**src/rtl/fifo_wr_arbiter.sv**
```systemverilog
// Round-robin write-port arbiter for the shared byte FIFO: one producer owns the port for up to MAX_BURST words.
// First write lands 1 cycle after the grant edge; fifo_full stalls the burst in place, with one idle bubble between bursts.
module fifo_wr_arbiter #(
  parameter int NUM_REQ   = 4,
  parameter int DW        = 8,
  parameter int MAX_BURST = 4
) (
  input  logic                  clk,
  input  logic                  rst,
  input  logic                  arb_en,
  input  logic [NUM_REQ-1:0]    req,
  input  logic [NUM_REQ*DW-1:0] req_data,
  output logic [NUM_REQ-1:0]    ack,
  output logic [NUM_REQ-1:0]    gnt,
  output logic                  busy,
  input  logic                  fifo_full,
  output logic                  fifo_wr_en,
  output logic [DW-1:0]         fifo_wr_data
);

  localparam int OW = (NUM_REQ > 1) ? $clog2(NUM_REQ) : 1;
  localparam int BW = $clog2(MAX_BURST + 1);

  typedef enum logic {IDLE, BURST} state_t;

  state_t               state, state_nxt;
  logic [OW-1:0]        owner, owner_nxt;
  logic [OW-1:0]        last_owner, last_owner_nxt;
  logic [OW-1:0]        pick;
  logic                 pick_vld;
  logic [BW-1:0]        beat_cnt, beat_cnt_nxt;
  logic [NUM_REQ-1:0]   gnt_nxt;
  logic                 busy_nxt;
  logic                 xfer;

  function automatic logic [OW-1:0] rr_idx(input logic [OW-1:0] base, input int k);
    return OW'((int'(base) + k) % NUM_REQ);
  endfunction

  // Search starts just after the previous owner, so a sole requester wraps back to itself.
  always_comb begin
    pick     = last_owner;
    pick_vld = 1'b0;
    for (int k = 1; k <= NUM_REQ; k++) begin
      if (!pick_vld && req[rr_idx(last_owner, k)]) begin
        pick     = rr_idx(last_owner, k);
        pick_vld = 1'b1;
      end
    end
  end

  always_comb begin
    xfer         = (state == BURST) && req[owner] && !fifo_full;
    ack          = '0;
    fifo_wr_en   = xfer;
    fifo_wr_data = '0;
    if (xfer) begin
      ack[owner]   = 1'b1;
      fifo_wr_data = req_data[owner*DW +: DW];
    end
  end

  always_comb begin
    state_nxt      = state;
    owner_nxt      = owner;
    last_owner_nxt = last_owner;
    beat_cnt_nxt   = beat_cnt;
    gnt_nxt        = gnt;
    busy_nxt       = busy;
    case (state)
      IDLE: begin
        if (arb_en && pick_vld) begin
          state_nxt     = BURST;
          owner_nxt     = pick;
          gnt_nxt       = '0;
          gnt_nxt[pick] = 1'b1;
          busy_nxt      = 1'b1;
          beat_cnt_nxt  = '0;
        end
      end
      BURST: begin
        if (xfer) beat_cnt_nxt = beat_cnt + 1'b1;
        if ((xfer && beat_cnt == BW'(MAX_BURST - 1)) || !req[owner]) begin
          state_nxt      = IDLE;
          gnt_nxt        = '0;
          busy_nxt       = 1'b0;
          last_owner_nxt = owner;
          beat_cnt_nxt   = '0;
        end
      end
      default: state_nxt = IDLE;
    endcase
  end

  always_ff @(posedge clk or negedge rst) begin
    if (!rst) begin
      state      <= IDLE;
      owner      <= '0;
      last_owner <= OW'(NUM_REQ - 1);
      beat_cnt   <= '0;
      gnt        <= '0;
      busy       <= 1'b0;
    end else begin
      state      <= state_nxt;
      owner      <= owner_nxt;
      last_owner <= last_owner_nxt;
      beat_cnt   <= beat_cnt_nxt;
      gnt        <= gnt_nxt;
      busy       <= busy_nxt;
    end
  end

endmodule
```
**config.mk**
```make
export PLATFORM = sky130hd
export DESIGN_NAME = fifo_wr_arbiter
export DESIGN_NICKNAME = d
export VERILOG_FILES = /design/src/rtl/fifo_wr_arbiter.sv
export SDC_FILE = /design/constraint.sdc
export NUM_CORES = 1
export LEC_CHECK = 0
export CAP_MARGIN = 20
export CELL_PAD_IN_SITES_DETAIL_PLACEMENT = 1
export CELL_PAD_IN_SITES_GLOBAL_PLACEMENT = 1
export CORE_ASPECT_RATIO = 0.75
export CORE_UTILIZATION = 30
export DETAILED_ROUTE_END_ITERATION = 7
export PLACE_DENSITY_LB_ADDON = 0.3
export RECOVER_POWER = 50
export SKIP_CTS_REPAIR_TIMING = 1
export SYNTH_ARGS = -nofsm -noshare
export SYNTH_HDL_FRONTEND = slang
export SYNTH_SLANG_ARGS = --single-unit
```
**constraint.sdc**
```tcl
create_clock -name clk -period 2.8 [get_ports clk]
set_clock_uncertainty 0.15 [all_clocks]
set_input_delay 0.56 -clock clk [delete_from_list [all_inputs] [get_ports clk]]
set_output_delay 0.56 -clock clk [all_outputs]
set_load 0.02 [all_outputs]
```
Word level (Yosys, flattened, before mapping) --
Cells that the tools add are included.
Word-level totals: bits in registers 13, output and inout port bits 18
Operators by class: add/sub/neg operators 5, magnitude comparators 8, equal/unequal tests 4, shift operators 1, mux-type cells 37, bitwise logic cells 1, reductions and logical operators 19
Operators with widths (number):
- 32-bit by 6-bit indexed part select with 8-bit output | 1
- 2-bit by 3-bit < comparator with 1-bit output (second input constant) | 6
- 1-bit 2-to-1 mux | 15
- 4-bit 2-to-1 mux | 3
- 1-bit binary-select mux with 2-bit select | 5
- 1-bit logical AND | 9
- 3-bit 2-to-1 mux | 3
- 2-bit 2-to-1 mux | 4
- 8-bit 2-to-1 mux | 1
- 4-bit case mux with 2 select lines | 1
- 2-bit AND reduction | 4
- 3-bit case mux with 2 select lines | 1
- 1-bit zero test | 5
- 2-bit by 1-bit adder with 2-bit output (second input constant) | 2
- 2-bit adder (second input constant) | 2
- 1-bit demux with 2-bit select | 2
- 2-bit by 1-bit >= comparator with 1-bit output (second input constant) | 2
- 1-bit case mux with 2 select lines | 2
- 3-bit by 1-bit adder with 3-bit output (second input constant) | 1
- 3-bit by 2-bit == test with 1-bit output (second input constant) | 1
- 3-bit by 1-bit != test with 1-bit output (second input constant) | 1
- 2-bit by 1-bit != test with 1-bit output (second input constant) | 1
- 2-bit != test (second input constant) | 1
- 1-bit logical OR | 1
- 1-bit inverter | 1

Logic depth before layout (Yosys ltp) --
Gate-level depths: netlist (run 1).
depth after elaboration 19, mapped depth 6, gate-level depth less buffers 6

Worst setup path after synthesis (run 1) --
No wires, ideal clock.
path kind register to output, start register owner[0], end output port ack[2], data arrival time 1.723 ns, required time 2.090 ns, slack 0.367 ns, cell stages (with the launch flop) 6, buffers on the path 2, path through dfrtp_1 > buf_6 > mux4_2 > nand3b_1 > buf_2 > nor3b_1
Between the ends: cells in the longest elaborated chain, start to end 5, elaborated cells between the ends (all ways) 10, those cells by class 2 x order compare; 5 x mux; 3 x reduce/logical
RTL lines:
- start, declared | line 27 | logic [OW-1:0] owner, owner_nxt;
- start signal, assigned | line 105 | owner <= owner_nxt;
- 2-bit by 3-bit < comparator with 1-bit output (not written as such) (tied with other cells) | line 58 | ack[owner] = 1'b1;
- 1-bit logical AND (not written as such) / 1-bit 2-to-1 mux (equally long branches) | line 58, 53
- 1-bit 2-to-1 mux (not written as such) / 1-bit logical AND (equally long branches) | line 58, 53
- 1-bit demux with 2-bit select / 1-bit logical AND (equally long branches) | line 58, 53
- 4-bit 2-to-1 mux (*) | line 57 | if (xfer) begin
- end, declared | line 13 | output logic [NUM_REQ-1:0] ack,
Every way passes the cells marked *; elsewhere a longest branch is shown, timed or not. The select of a mux whose other input is x is not followed.

Worst setup path in the final report (run 1) --
start input port req[3], end output port ack[3]
Between the ends: cells in the longest elaborated chain, start to end 5
RTL lines:
- start, declared | line 11 | input logic [NUM_REQ-1:0] req,
- 1-bit binary-select mux with 2-bit select | line 53 | xfer = (state == BURST) && req[owner] && !fifo_full;
- 1-bit 2-to-1 mux (not written as such) | line 53
- 1-bit logical AND (2 in series) | line 53
- 4-bit 2-to-1 mux | line 57
No other way between the ends. The select of a mux whose other input is x is not followed.

==> flow_summary.yaml, run 1 <==
grt:
  grt-ovfl-total: 0
  grt_max_degree: 15
  grt_usage_pct: 19.84
  grt_antenna_before_repair: 0
  grt_pass1_vias: 1059
  grt_pass1_wl_um: 5506
floorplanning:
  rows: 17
  io_pins: 58
  start_util_pct: 32.94
  die_y_um: 52.40
  fp.dieArea_sq_um: 3626
  coreArea_sq_um: 3084
  die_x_um: 69.20
critical_path:
  required_ns: 2.09
  crit_type: "input pin to output port"
  cpPeakStageDelay_ns: 0.49
  cp-start-kind: "input pin"
  crit_slowest_cell: "mux4_2"
  cp_max_fo: 5
  path_cells: "dlymetal6s2s_1 -> mux4_2 -> nand3b_1 -> buf_4 -> inv_1 -> and3_1 -> dlymetal6s2s_1"
  timing.critical_path.mode_cell: "dlymetal6s2s_1"
  cp.arrival_ns: 1.98
  endpoint_kind: "output port"
status:
  outcome: "complete, no violations"
cells_and_area:
  final_common_cell: "clkdlybuf4s50_1"
  final_cell_area_sq_um: 1780
  mostFrequentLayoutCells: "34 x clkdlybuf4s50_1, 15 x buf_4, 14 x dlymetal6s2s_1"
  syn2layout_area_growth_pct: 75.25
  antenna_cells: 0
  nets: 202
  drive_above_1_share_pct: 23.90
sta:
  tns_ns: 0
  setup-violations-final: 0
  worst_pin_slew_ns: 0.7575
  post-route-period-util_pct: 96.00
  finalHoldWorstSlack_ns: 0.3455
  fmaxAchievable_mhz: 372.0
  finalHoldViolCount: 0
  slew_headroom_pct: 49.05
  finalMaxSlewViolations: 0
  period_minus_slack_ns: 2.688
  rsz0062_at_grt: "no"
  layout_setup_ws_ns: 0.1120
detailed_routing:
  drc: 0
  wirelength_um: 3571
  ant_nets: 0
  drtPass1Iterations: 4
  first_iter_violations: 18
  num_vias: 1036
  wl_per_cell_um: 18.13
  via_per_inst: 5.259
clock_network:
  cts_root_buffer: "clkbuf_8"
  clock_path_buffers: 2
  clock_latency_ns: 0.24
  cts_max_level: 1
  clk_pin_slew_ns: 0.06
  clkSinkCount: 13
  cts_tree: "done"
  cts_made_buffers: 3
synthesis:
  ys_types: 32
  ys_warn_count: 0
  ys_ff_latch: 13
  syn_inst: 88
  syn_avg_cell_area_sq_um: 11.55
  ys.flop_type: "dfrtp_1"
  synth_edf_count: 0
  yosysSeqAreaShare_pct: 32.27
  ys_async_sr_fraction_pct: 100.0
  syn_area_sq_um: 1016
  syn_nets: 130
flow_run:
  maxCapViolations: 0
placed_design:
  placed_area_sq_um: 1694
  place_congestion: 0.7413
  port_buffers: 57
  dp_hpwl_um: 2737
  preCtsSetupSlack_ns: -0.4265
power:
  powerDensity_nw_per_um2: 768.2
  ir_drop_mv: 0.4197
  total_power_mw: 1.368
  p_leak_nw: 0.9470
worst_hold_path:
  hold_class: "flop to flop"
-- sequential cells by signal, indices dropped and copies added, names as in the netlist --
name        cells
owner           2
busy            1
beat_cnt        3
gnt             4
last_owner      2
state           1
-- final timing paths --
kind / end / startpoint / cells past startpoint / slack [ns]
worst max-delay path: ack[3] / req[3] / 7 / 0.11
worst min-delay path: gnt[0] / gnt[0] / 1 / 0.35
worst max register to register: last_owner[1] / owner[0] / 4 / 0.48
worst min register to register: gnt[0] / gnt[0] / 1 / 0.35
max in group asynchronous: gnt[3] / rst / 1 / 1.50
min in group asynchronous: beat_cnt[2] / rst / 1 / 0.61
-- per-stage QoR --
stage / util (%) / std cells
finish: 57.73 / 197
global route: 57.73 / 197
CTS: 56.43 / 194
detailed placement: 54.93 / 190
global placement: 54.93 / 190
floorplan: - / 88
-- routing by layer --
layer	vias to the layer above	global-route usage [%]	share of wire, %
met2	36	34.63	48
met4	0	7.823	2.1
li1	472	-	-
met1	522	25.78	46
met5	-	0	0
met3	6	1.923	3.5
-- cells in the mapped netlist (all sizes together) (2+ instances only) --
master  number  area [sq um]
o21ai        5         25.02
dfstp        2         52.55
dfrtp       11         275.3
nor3b        2         15.01
mux2         6         78.82
nand3        2         20.02
nor2         5         18.77
ha           2         25.02
inv          5         18.77
nand2b       4         25.02
o32ai        2         17.52
mux4         9         217.7
a32o         2         20.02
nor2b        8         50.05
nand2        7         33.78
buf          4         26.27
-- final cells by class --
type,instances,area (sq um)
clock buffer,3,41.29
clock inverter,1,5.005
fill,336,1304
inverter,5,18.77
multi-input combinational,65,633.1
sequential,13,327.8
tap,38,47.55
timing repair buffer,72,706.9
-- report_power, final --
part / internal (mW) / total (mW) / leakage, nW / switching (mW)
clock: 0.0982 / 0.168 / 0.0255 / 0.0695
combinational: 0.450 / 0.850 / 0.758 / 0.400
sequential: 0.278 / 0.350 / 0.163 / 0.0726
total: 0.825 / 1.37 / 0.947 / 0.542
-- worst max-delay path: cells and delay by family --
family | cells | cell delay (ns)
buffers and inverters | 4 | 0.53
muxes | 1 | 0.49
and+or+nand+nor | 2 | 0.40
-- cell families after synthesis --
group | Yosys count | share of synthesized area (%)
flip-flops | 13 | 32.27
buffers and inverters | 10 | 4.802
AND/OR/NAND/NOR | 33 | 19.34
AO/OA/AOI/OAI | 14 | 10.96
multiplexers | 16 | 30.17
adder cells (fa/ha/maj) | 2 | 2.463
Note: power is estimated with default switching activity, not from simulation.
==> run 2, diff against run 1 <==
--- a/config.mk
+++ b/config.mk
@@ -11,6 +11,7 @@
 export CORE_ASPECT_RATIO = 0.75
 export CORE_UTILIZATION = 30
 export DETAILED_ROUTE_END_ITERATION = 7
+export GPL_TIMING_DRIVEN = 0
 export PLACE_DENSITY_LB_ADDON = 0.3
 export RECOVER_POWER = 50
 export SKIP_CTS_REPAIR_TIMING = 1
==> run 2 against run 1 <==
Net effect:
- sequential power is essentially flat
- global-route usage shrank 1.3 points
- largest power group unchanged
- register-to-register slack gained 0.07 ns
- critical path type unchanged
- final cell count shrank 4.6%
- die area is the same
- design area shrank 4.6%
==> flow_summary.yaml, run 2 (synthesized netlist as in run 1, its figures left out) <==
status:
  outcome: "complete, no violations"
floorplanning:
  fp.dieArea_sq_um: 3626
  rows: 17
  coreArea_sq_um: 3084
  die_y_um: 52.40
  io_pins: 58
  die_x_um: 69.20
  start_util_pct: 32.94
clock_network:
  cts_tree: "done"
  clock_path_buffers: 2
  cts_max_level: 1
  cts_made_buffers: 3
  clkSinkCount: 13
  clk_pin_slew_ns: 0.05
  cts_root_buffer: "clkbuf_8"
  clock_latency_ns: 0.24
detailed_routing:
  wl_per_cell_um: 17.03
  drtPass1Iterations: 4
  ant_nets: 0
  first_iter_violations: 30
  wirelength_um: 3201
  drc: 0
  via_per_inst: 5.048
  num_vias: 949
critical_path:
  cpPeakStageDelay_ns: 0.45
  cp_max_fo: 10
  path_cells: "clkdlybuf4s50_1 -> nand3b_1 -> buf_6 -> nor3b_1 -> clkbuf_2"
  crit_path_start: "fifo_full"
  cp-start-kind: "input pin"
  required_ns: 2.09
  crit_type: "input pin to output port"
  endpoint_kind: "output port"
  ff2ff_setup_slack_ns: 0.55
  cp.arrival_ns: 1.86
  crit_slowest_cell: "clkdlybuf4s50_1"
  regToRegStartpoint: "owner[0]"
power:
  ir_drop_mv: 0.3775
  p_leak_nw: 0.9057
  powerDensity_nw_per_um2: 768.9
  total_power_mw: 1.307
cells_and_area:
  largest_register_ffs: 4
  mostFrequentLayoutCells: "34 x clkdlybuf4s50_1, 14 x dlymetal6s2s_1, 11 x dfrtp_1"
  drive_above_1_share_pct: 18.00
  largest_register: "gnt"
  final_common_cell: "clkdlybuf4s50_1"
  nets: 193
  antenna_cells: 0
  largestRegisters: "gnt (4), beat_cnt (3)"
  n_fill_cell: 325
  syn2layout_area_growth_pct: 67.24
flow_run:
  maxCapViolations: 0
sta:
  post-route-period-util_pct: 91.69
  fmaxAchievable_mhz: 389.5
  layout_setup_ws_ns: 0.2325
  rsz0062_at_grt: "no"
  finalHoldViolCount: 0
  finalMaxSlewViolations: 0
  period_minus_slack_ns: 2.567
  setup-violations-final: 0
  worst_pin_slew_ns: 0.7688
  slew_headroom_pct: 48.29
placed_design:
  preCtsSetupSlack_ns: -0.6505
  place_congestion: 0.7799
  dp_hpwl_um: 2566
  port_buffers: 57
grt:
  grt_pass1_wl_um: 5064
  grt_pass1_vias: 996
  grt-ovfl-total: 0
  grt_antenna_before_repair: 0
  grt_max_degree: 14
  grt_usage_pct: 18.54
worst_hold_path:
  hold_class: "flop to flop"
  min_from: "gnt[2]"
==> run 2: final timing paths <==
kind	endpoint	cells past startpoint
min in group asynchronous	gnt[0]	1
max reg2reg	last_owner[1]	4
min reg2reg	gnt[2]	1
min	gnt[2]	1
max in group asynchronous	busy	1
max	ack[2]	5
==> run 2: layer usage <==
layer | track usage (%) | wire, um | vias up
met5 | 0 | 0 | -
met4 | 3.061 | 9 | 0
met3 | 3.654 | 164 | 2
met2 | 33.01 | 1529 | 33
met1 | 23.90 | 1497 | 461
li1 | - | - | 453
==> run 2: through the flow <==
stage                     cells  TNS, ns  cell area [sq um]  hold WS (ns)  util, %
after CTS                   187   -7.074               1679        0.3600    54.44
final                       188        0               1699        0.3548    55.09
after detailed placement    183   -7.038               1634        0.3320    52.98
after floorplan              88        0               1016        0.1144        -
after global routing        188        0               1699        0.3753    55.09
after global placement      183   -6.715               1634        0.3371    52.98
==> run 2: report_power, final <==
part           leakage, nW  internal [mW]  switching [mW]
registers            0.163          0.278          0.0735
clock network       0.0228          0.100          0.0653
logic                0.720          0.424           0.366
==> run 2: layout make-up <==
type | count | area, sq um | area share, %
multi-input cells | 65 | 628.1 | 36.97
plain buffers | 5 | 35.03 | 2.062
clock buffers | 4 | 45.04 | 2.651
well taps | 38 | 47.55 | 2.798
flip-flops and latches | 13 | 327.8 | 19.29
inverters | 5 | 18.77 | 1.105
repair buffers | 58 | 596.8 | 35.13
==> run 2: critical path, delay by kind of cell <==
kind,cells,cell delay (ns)
buffers and inverters,3,0.84
and+or+nand+nor,2,0.45
